File: config.mk
export PLATFORM = sky130hd
export DESIGN_NAME = tx_bit_stuffer
export DESIGN_NICKNAME = d
export VERILOG_FILES = /design/src/rtl/usb_tx_pkg.sv /design/src/rtl/tx_nrzi_encoder.sv /design/src/rtl/tx_bit_stuffer.sv
export SDC_FILE = /design/constraint.sdc
export NUM_CORES = 1
export LEC_CHECK = 0
export CAP_MARGIN = 20
export CORE_AREA = 2 2 39 41
export DETAILED_ROUTE_END_ITERATION = 8
export DIE_AREA = 0 0 41 43
export PLACE_DENSITY_LB_ADDON = 0.3
export SYNTH_ARGS = -nofsm -noshare
export SYNTH_HDL_FRONTEND = slang
export SYNTH_HIERARCHICAL = 1
export SYNTH_SLANG_ARGS = --single-unit
File: constraint.sdc
create_clock -name clk -period 1.56 [get_ports clk]
set_input_delay 0.234 -clock clk [delete_from_list [all_inputs] [get_ports clk]]
set_output_delay 0.234 -clock clk [all_outputs]
set_load 0.03 [all_outputs]
File: src/rtl/usb_tx_pkg.sv
// Shared definitions for the USB transmit path: bit-stuffer state type and
// the USB run length that triggers a stuffed zero.
package usb_tx_pkg;

   localparam int USB_STUFF_RUN_LENGTH = 6;

   typedef enum logic [1:0] {
      IDLE,
      SEND,
      STUFF
   } tx_stuff_state_t;

endpackage : usb_tx_pkg

File: src/rtl/tx_nrzi_encoder.sv
// NRZI line encoder: the level toggles on every 0 data bit and holds on a 1.
// The line rests at J (1) after reset; the caller also uses rst to park it at J between packets.
module tx_nrzi_encoder (
   input  logic clk,
   input  logic rst,
   input  logic bit_strobe,
   input  logic data_in,
   output logic level_out
);

   always_ff @(posedge clk) begin
      if (rst) begin
         level_out <= 1'b1;
      end else if (bit_strobe && !data_in) begin
         level_out <= ~level_out;
      end
   end

endmodule : tx_nrzi_encoder

File: src/rtl/tx_bit_stuffer.sv
// USB TX bit stuffer: inserts a 0 after every RUN_LENGTH consecutive ones and stalls
// the shift register for that bit time. Define TX_BITSTUFF_NRZI_EN to NRZI-encode the output.
module tx_bit_stuffer
   import usb_tx_pkg::*;
#(
   parameter int RUN_LENGTH = USB_STUFF_RUN_LENGTH,
   parameter int CNT_W      = 3
) (
   input  logic clk,
   input  logic rst,
   input  logic bit_strobe,
   input  logic packet_active,
   input  logic raw_bit,
   output logic stuffed_bit,
   output logic stuff_stall
);

   localparam logic [CNT_W-1:0] LAST_ONE = CNT_W'(RUN_LENGTH - 1);
   localparam logic [CNT_W-1:0] RUN_CNT  = CNT_W'(RUN_LENGTH);

   tx_stuff_state_t  state_q, state_d;
   logic [CNT_W-1:0] ones_cnt_q, ones_cnt_d;
   logic             stall_q, stall_d;
   logic             data_d;
   logic             take_bit;

   // A strobe only counts while the packet is still active; a falling
   // packet_active in the same cycle wins and the strobe is dropped.
   assign take_bit = bit_strobe & packet_active;

   always_comb begin
      // NOTE: every output of this block gets a default before any branch,
      // so no path can leave a value unassigned and infer a latch.
      state_d    = state_q;
      ones_cnt_d = ones_cnt_q;
      stall_d    = stall_q;
      data_d     = 1'b1;

      if (!packet_active) begin
         state_d    = IDLE;
         ones_cnt_d = '0;
         stall_d    = 1'b0;
      end else if (bit_strobe) begin
         unique case (state_q)
            IDLE, SEND: begin
               data_d  = raw_bit;
               state_d = SEND;
               if (!raw_bit) begin
                  ones_cnt_d = '0;
               end else if (ones_cnt_q >= LAST_ONE) begin
                  ones_cnt_d = RUN_CNT;
                  state_d    = STUFF;
                  stall_d    = 1'b1;
               end else begin
                  ones_cnt_d = ones_cnt_q + 1'b1;
               end
            end
            STUFF: begin
               data_d     = 1'b0;
               ones_cnt_d = '0;
               state_d    = SEND;
               stall_d    = 1'b0;
            end
            default: begin
               state_d    = IDLE;
               ones_cnt_d = '0;
               stall_d    = 1'b0;
            end
         endcase
      end
   end

   // NOTE: state registers use non-blocking assignments so every flop samples
   // the pre-edge values regardless of statement order.
   always_ff @(posedge clk) begin
      if (rst) begin
         state_q    <= IDLE;
         ones_cnt_q <= '0;
         stall_q    <= 1'b0;
      end else begin
         state_q    <= state_d;
         ones_cnt_q <= ones_cnt_d;
         stall_q    <= stall_d;
      end
   end

   assign stuff_stall = stall_q;

`ifdef TX_BITSTUFF_NRZI_EN
   logic enc_rst;

   // Idle and EOP return the line to J, same as reset.
   assign enc_rst = rst | ~packet_active;

   tx_nrzi_encoder u_nrzi (
      .clk        (clk),
      .rst        (enc_rst),
      .bit_strobe (take_bit),
      .data_in    (data_d),
      .level_out  (stuffed_bit)
   );
`else
   always_ff @(posedge clk) begin
      if (rst || !packet_active) begin
         stuffed_bit <= 1'b1;
      end else if (take_bit) begin
         stuffed_bit <= data_d;
      end
   end
`endif

endmodule : tx_bit_stuffer

---- Word level (Yosys, flattened, before mapping) ----
Cells that the tools add are included.
word-level totals
  register bits after elaboration ......... 7
  bits of input ports ..................... 5
  output and inout bits ................... 2
  logic and storage cells ................. 30
cells by class
  add/sub/neg operators ................... 1
  magnitude comparators ................... 1
  eq/ne operators ......................... 4
  muxes and demuxes ....................... 12
  bitwise gates (word level) .............. 2
  reductions and logical operators ........ 6
operators with widths
  cell                   number
  $mux W3                3
  $mux W1                5
  $mux W2                2
  $ne A2 B2 Y1 const B   2
  $pmux W2 S2            1
  $reduce_or A2 Y1       2
  $add A3 B1 Y3 const B  1
  $ge A3 B3 Y1 const B   1
  $reduce_and A3 Y1      1
  $eq A2 B1 Y1 const B   1
  $eq A2 B2 Y1 const B   1
  $logic_not A2 Y1       1
  $pmux W1 S2            1
  $and A1 B1 Y1          1
  $logic_not A1 Y1       1
  $logic_or A1 B1 Y1     1
  $not A1 Y1             1

---- Depth between registers and ports, before layout ----
Gate-level depths: netlist of run 1.
  word-level depth ........................ 5
  mapped depth ............................ 5

---- Least setup slack after synthesis of run 1 ----
OpenSTA, ideal clock, no wires.
  path type ............................... register to register
  from .................................... register ones_cnt_q[1]
  to ...................................... register ones_cnt_q[0]
  arrival time ............................ 1.288 ns
  required time ........................... 1.490 ns
  slack ................................... 0.202 ns
  cell stages (with the launch flop) ...... 6
  period minus slack after synthesis ...... 1.358 ns
  path through ............................ dfxtp_1 -> inv_1 -> ha_1 -> o31a_1 -> or3_1 -> a21oi_1
between the ends
  longest elaborated chain between the ends .. 4
ends and longest elaborated chain
  element                 line                  text
  from (decl)             tx_bit_stuffer.sv:22  logic [CNT_W-1:0] ones_cnt_q, ones_cnt_d;
  from (signal assigned)  tx_bit_stuffer.sv:82  ones_cnt_q <= ones_cnt_d;
  $ge A3 B3 Y1            tx_bit_stuffer.sv:50  end else if (ones_cnt_q >= LAST_ONE) begin
  $mux W3                 tx_bit_stuffer.sv:50
  $mux W3                 tx_bit_stuffer.sv:48  if (!raw_bit) begin
  $mux W3                 tx_bit_stuffer.sv:44  unique case (state_q)
Every way passes these cells.
A chain may end at the register's enable or synchronous reset.

---- Final worst setup path of run 1 ----
  from .................................... register stall_q (netlist: stuff_stall)
  to ...................................... output stuff_stall
RTL lines
  element                 line                  text
  from (decl)             tx_bit_stuffer.sv:23  logic stall_q, stall_d;
  from (signal assigned)  tx_bit_stuffer.sv:83  stall_q <= stall_d;
  to (decl)               tx_bit_stuffer.sv:15  output logic stuff_stall
No word-level cell between the ends.

==> flow_summary.ini, run 1 <==
[status]
status = completed

[setup_path]
cp-start-kind = register
critPathSlowestCell = clkdlybuf4s50_1
path_class = reg -> out
crit_family = buffers and inverters
slowest_delay_ns = 0.66
crit_fanout = 2
worstPathRequired_ns = 1.33
cp-end-kind = primary output
path_cells = clkdlybuf4s50_1
path_buf_inv = 1
crit_arrival_ns = 1.24

[grt]
busiest_layer = met2
grtUsageMet1_pct = 10.9
antenna_found_initial = 0
met2_usage_pct = 11.3
use_met3_pct = 4.71
grt_max_degree = 7
first_global_vias = 257
track_usage_pct = 9.14
grt.overflow.total = 0
grt_pass1_wl_um = 1040

[route]
drtIter0Drc = 5
dr.pass1.iters = 3
vias_per_cell = 4.84
wl_um = 669
vias = 310
wl_per_cell_um = 10.5
drtAntennaViolNets = 0
drc = 0

[timing]
setup_tns_ns = 0
whs_ns = 0.471
rsz0062_at_grt = false
final_hold_viol_count = 0
clock.fmax_ghz = 0.678
setup_viol = 0
clock_skew_ns = 0.00110
fin_crit_sh_pct = 94.5
timing.final.crit_period_ns = 1.47
tightest_slew_ns = 0.305
setup_ws_ns = 0.0858
final-max-slew-violation-count = 0
maxSlewHeadroom_pct = 79.6

[flow_run]
drv_cap = 0

[power_and_ir_drop]
leakage_nw = 0.172
ir_worst_vdd_mv = 0.268
power.density_nw_per_um2 = 854

[placement]
gp_congestion = 0.664
dp_hpwl_um = 484
dp.cells = 60
port-buffer-count = 6
dp_slack_ns = 0.0974

[cts]
cts_hold_buf = 0
clk_latency_ns = 0.25
cts_max_level = 1
path_clk_slew_ns = 0.05
cts-root-buf = clkbuf_4
cts_tree = done
ctsResizeCount = 0
post_cts_buffers = 0
cts.sinks = 7
cts_buffers = 3
ctsLongestPathBuffers = 2

[yosys]
synth_seq_area_share_pct = 39.4
yosys_warnings = 6
syn_area_per_cell_um2 = 9.35
synthesis.nets = 45
yosysUniqueCellTypes = 23
synth-seq-cells = 7
synth_area_um2 = 355
syn-instance-count = 38

[final_layout]
fillers = 152
final_common_cell = dfxtp_1
nets = 56
instances_no_fill = 64
antenna_cells = 0
area_delta_synth_final_pct = 28.9
mostFrequentLayoutCells = dfxtp_1 (7), clkdlybuf4s50_1 (6), a21oi_1 (5), clkbuf_4 (3)
final_layout_size_suffix_gt1_share_pct = 14.6

[die]
num_rows = 14
die-height_um = 43
die_area_um2 = 1760
coreArea_um2 = 1380
ios = 7
die_w_um = 41
initial_utilization_pct = 25.7

[worst_hold_path]
min_path_type = reg -> reg
## worst min-delay path: cells and delay by family (launching register included)
| kind | cells | cell delay [ns] |
|---|---|---|
| flops | 1 | 0.32 |
| mux | 1 | 0.06 |
| simple gates | 1 | 0.06 |
## report_power, final
part / internal [mW] / leakage (nW) / switching, mW
logic: 0.0215 / 0.0999 / 0.0170
clock network: 0.0978 / 0.0150 / 0.0703
registers: 0.182 / 0.0568 / 0.00249
total: 0.301 / 0.172 / 0.0898
## layer usage
layer	vias up	wire, µm
li1	156	-
met1	141	327
met2	9	265
met3	4	55
met4	0	21
met5	-	0
## cells in the mapped netlist (all sizes together)
cell    n  share of area [%]
dfxtp   7                 39
a21oi   5                7.0
a211oi  2                4.2
ha      2                7.0
inv     2                2.1
nand2b  2                3.5
nor2b   2                3.5
a31o    1                2.5
a31oi   1                1.8
and3b   1                2.5
buf     1                3.2
mux2    1                3.2
mux2i   1                2.8
nand2   1                1.1
nand3   1                1.4
nand3b  1                2.1
nor2    1                1.1
nor3    1                1.4
o211ai  1                2.1
o21ai   1                1.4
o31a    1                2.5
or2b    1                2.5
or3     1                1.8
## metrics by stage
stage          util [%]  cell area, µm²  total power [mW]
2_1_floorplan         -             355             0.210
3_3_place_gp       31.2             432             0.227
3_5_place_dp       31.2             432             0.227
4_1_cts            33.1             458             0.400
5_1_grt            33.1             458             0.410
6_report           33.1             458             0.391
## state kept, by name (all words and copies together), names as in the netlist
| name | count |
|---|---|
| ones_cnt_q | 3 |
| state_q | 2 |
| stuff_stall | 1 |
| stuffed_bit | 1 |
## worst paths after layout
path / slack (ns) / from / to / cells after the start
max: 0.09 / stuff_stall$_SDFFE_PP0P_ / stuff_stall / 1
min: 0.47 / stuffed_bit$_SDFFE_PP1P_ / stuffed_bit$_SDFFE_PP1P_ / 2
max reg2reg: 0.11 / ones_cnt_q[1]$_SDFFE_PP0P_ / ones_cnt_q[0]$_SDFFE_PP0P_ / 5
min reg2reg: 0.47 / stuffed_bit$_SDFFE_PP1P_ / stuffed_bit$_SDFFE_PP1P_ / 2
## logic make-up (layout without fill, tap and decap cells)
kind of cell | Yosys count | count (layout) | synth area share, %
fa+ha+maj | 2 | 2 | 7.04
flops | 7 | 7 | 39.4
simple gates | 12 | 12 | 20.8
mux | 2 | 2 | 5.99
compound gates | 12 | 12 | 21.5
buf+inv | 3 | 13 | 5.28
## cell type report
cell class                      instances  area, µm²  area share [%]
Tap cell                               16       20.0            4.37
Sequential cell                         7        140            30.6
Inverter                                2       7.51            1.64
Timing Repair Buffer                    7       67.6            14.8
Multi-Input combinational cell         28        196            42.9
Clock buffer                            4       26.3            5.74
Note: power is estimated with default switching activity, not from simulation.
==> inputs of run 2 (changes only) <==
- DONT_BUFFER_PORTS: not set -> 1
==> flow_summary.ini, run 2 (synthesized netlist as in run 1, its figures left out) <==
[status]
status = completed

[grt]
use_met3_pct = 6.28
busiest_layer = met1
grt_pass1_wl_um = 986
first_global_vias = 241
grt_max_degree = 12
met2_usage_pct = 10.3
grt.overflow.total = 0
track_usage_pct = 8.95
antenna_found_initial = 0
grtUsageMet1_pct = 11.3

[final_layout]
fin_area_um2 = 390
final_common_cell = dfxtp_1
postLayoutCoreUtil_pct = 28.2
reg_top3 = ones_cnt_q: 3 flops, state_q: 2 flops
final_layout_size_suffix_gt1_share_pct = 14.6
area_delta_synth_final_pct = 9.86
top_register = ones_cnt_q
instances_no_fill = 57
largest_reg_flops = 3
antenna_cells = 0
mostFrequentLayoutCells = dfxtp_1 (7), a21oi_1 (5), clkbuf_4 (3)
nets = 49
fillers = 153

[route]
vias_per_cell = 4.88
drc = 0
vias = 278
wl_um = 673
drtIter0Drc = 4
wl_per_cell_um = 11.8
dr.pass1.iters = 4
drtAntennaViolNets = 0

[cts]
clk_latency_ns = 0.25
cts_tree = done
path_clk_slew_ns = 0.05
ctsResizeCount = 0
ctsLongestPathBuffers = 2
post_cts_buffers = 0
cts_buffers = 3
cts_max_level = 1
cts.sinks = 7
cts-root-buf = clkbuf_4
cts_hold_buf = 0

[setup_path]
worstPathRequired_ns = 1.74
crit_fanout = 5
path_class = reg -> reg
crit_arrival_ns = 1.65
cp-end-kind = register
cp-start-kind = register

[timing]
tightest_slew_ns = 0.329
clock_skew_ns = 0.000447
timing.final.crit_period_ns = 1.46
clock.fmax_ghz = 0.683
rsz0062_at_grt = false
setup_ws_ns = 0.0963
maxSlewHeadroom_pct = 78.0
final-max-slew-violation-count = 0
setup_viol = 0
final_hold_viol_count = 0
setup_tns_ns = 0
whs_ns = 0.0782
fin_crit_sh_pct = 93.8

[die]
initial_utilization_pct = 25.7
die_w_um = 41
ios = 7
die-height_um = 43
num_rows = 14
die_area_um2 = 1760
coreArea_um2 = 1380

[placement]
dp_slack_ns = 0.0956
dp_hpwl_um = 471
gp_congestion = 0.646
dp.cells = 53
port-buffer-count = 0
dpl_cell_area_um2 = 364

[power_and_ir_drop]
power.total_mw = 0.370
power.density_nw_per_um2 = 949
leakage_nw = 0.143
ir_worst_vdd_mv = 0.362

[worst_hold_path]
min_path_type = in -> reg

[flow_run]
drv_cap = 0
## run 2: cell types whose count changed in the layout (fill, tap and decap cells not counted), sizes merged
cell / delta
clkdlybuf4s50: -6
buf: -1
## run 2: where the power goes
group / internal (mW) / switching [mW]
combinational: 0.0100 / 0.00871
sequential: 0.182 / 0.00433
clock: 0.0977 / 0.0678
## run 2: critical path, stage by stage, from the launching register on
cell	delay (ns)
dfxtp_1	0.39
inv_1	0.06
ha_1	0.19
o31a_1	0.31
or3_1	0.32
a21oi_1	0.13
## run 2: worst paths after layout
kind                                    from                         end  slack, ns  cells after the start
setup / recovery  ones_cnt_q[1]$_SDFFE_PP0P_  ones_cnt_q[0]$_SDFFE_PP0P_        0.1                      5
hold / removal                    bit_strobe  ones_cnt_q[2]$_SDFFE_PP0P_       0.08                      1
setup reg to reg  ones_cnt_q[1]$_SDFFE_PP0P_  ones_cnt_q[0]$_SDFFE_PP0P_        0.1                      5
hold reg to reg   ones_cnt_q[1]$_SDFFE_PP0P_  ones_cnt_q[1]$_SDFFE_PP0P_       0.53                      2
## run 2: layout make-up
class	instances	area (µm²)	area share (%)
inverters	2	7.51	1.92
well taps	16	20.0	5.13
clock buffers	4	26.3	6.73
multi-input cells	28	196	50.3
flip-flops and latches	7	140	35.9
## run 2: layer usage
| layer | wire length [µm] | part of all wire [%] |
|---|---|---|
| met3 | 53 | 7.9 |
| met2 | 268 | 40 |
| met5 | 0 | 0 |
| met4 | 8 | 1.2 |
| met1 | 342 | 51 |
==> inputs of run 3 (changes only) <==
--- a/config.mk
+++ b/config.mk
@@ -12,4 +12,5 @@
 export DONT_BUFFER_PORTS = 1
 export PLACE_DENSITY_LB_ADDON = 0.3
+export SLEW_MARGIN = 20
 export SYNTH_ARGS = -nofsm -noshare
 export SYNTH_HDL_FRONTEND = slang
==> constraint.sdc (replaced) <==
create_clock -name clk -period 1.56 [get_ports clk]
set_input_delay 0.234 -clock clk [delete_from_list [all_inputs] [get_ports clk]]
set_output_delay 0.234 -clock clk [all_outputs]
set_load 0.005 [all_outputs]
==> results of run 3 <==
The final DEF is identical to that of run 2. Status: completed.
Among the figures that moved: total power 0.370 mW -> 0.369 mW
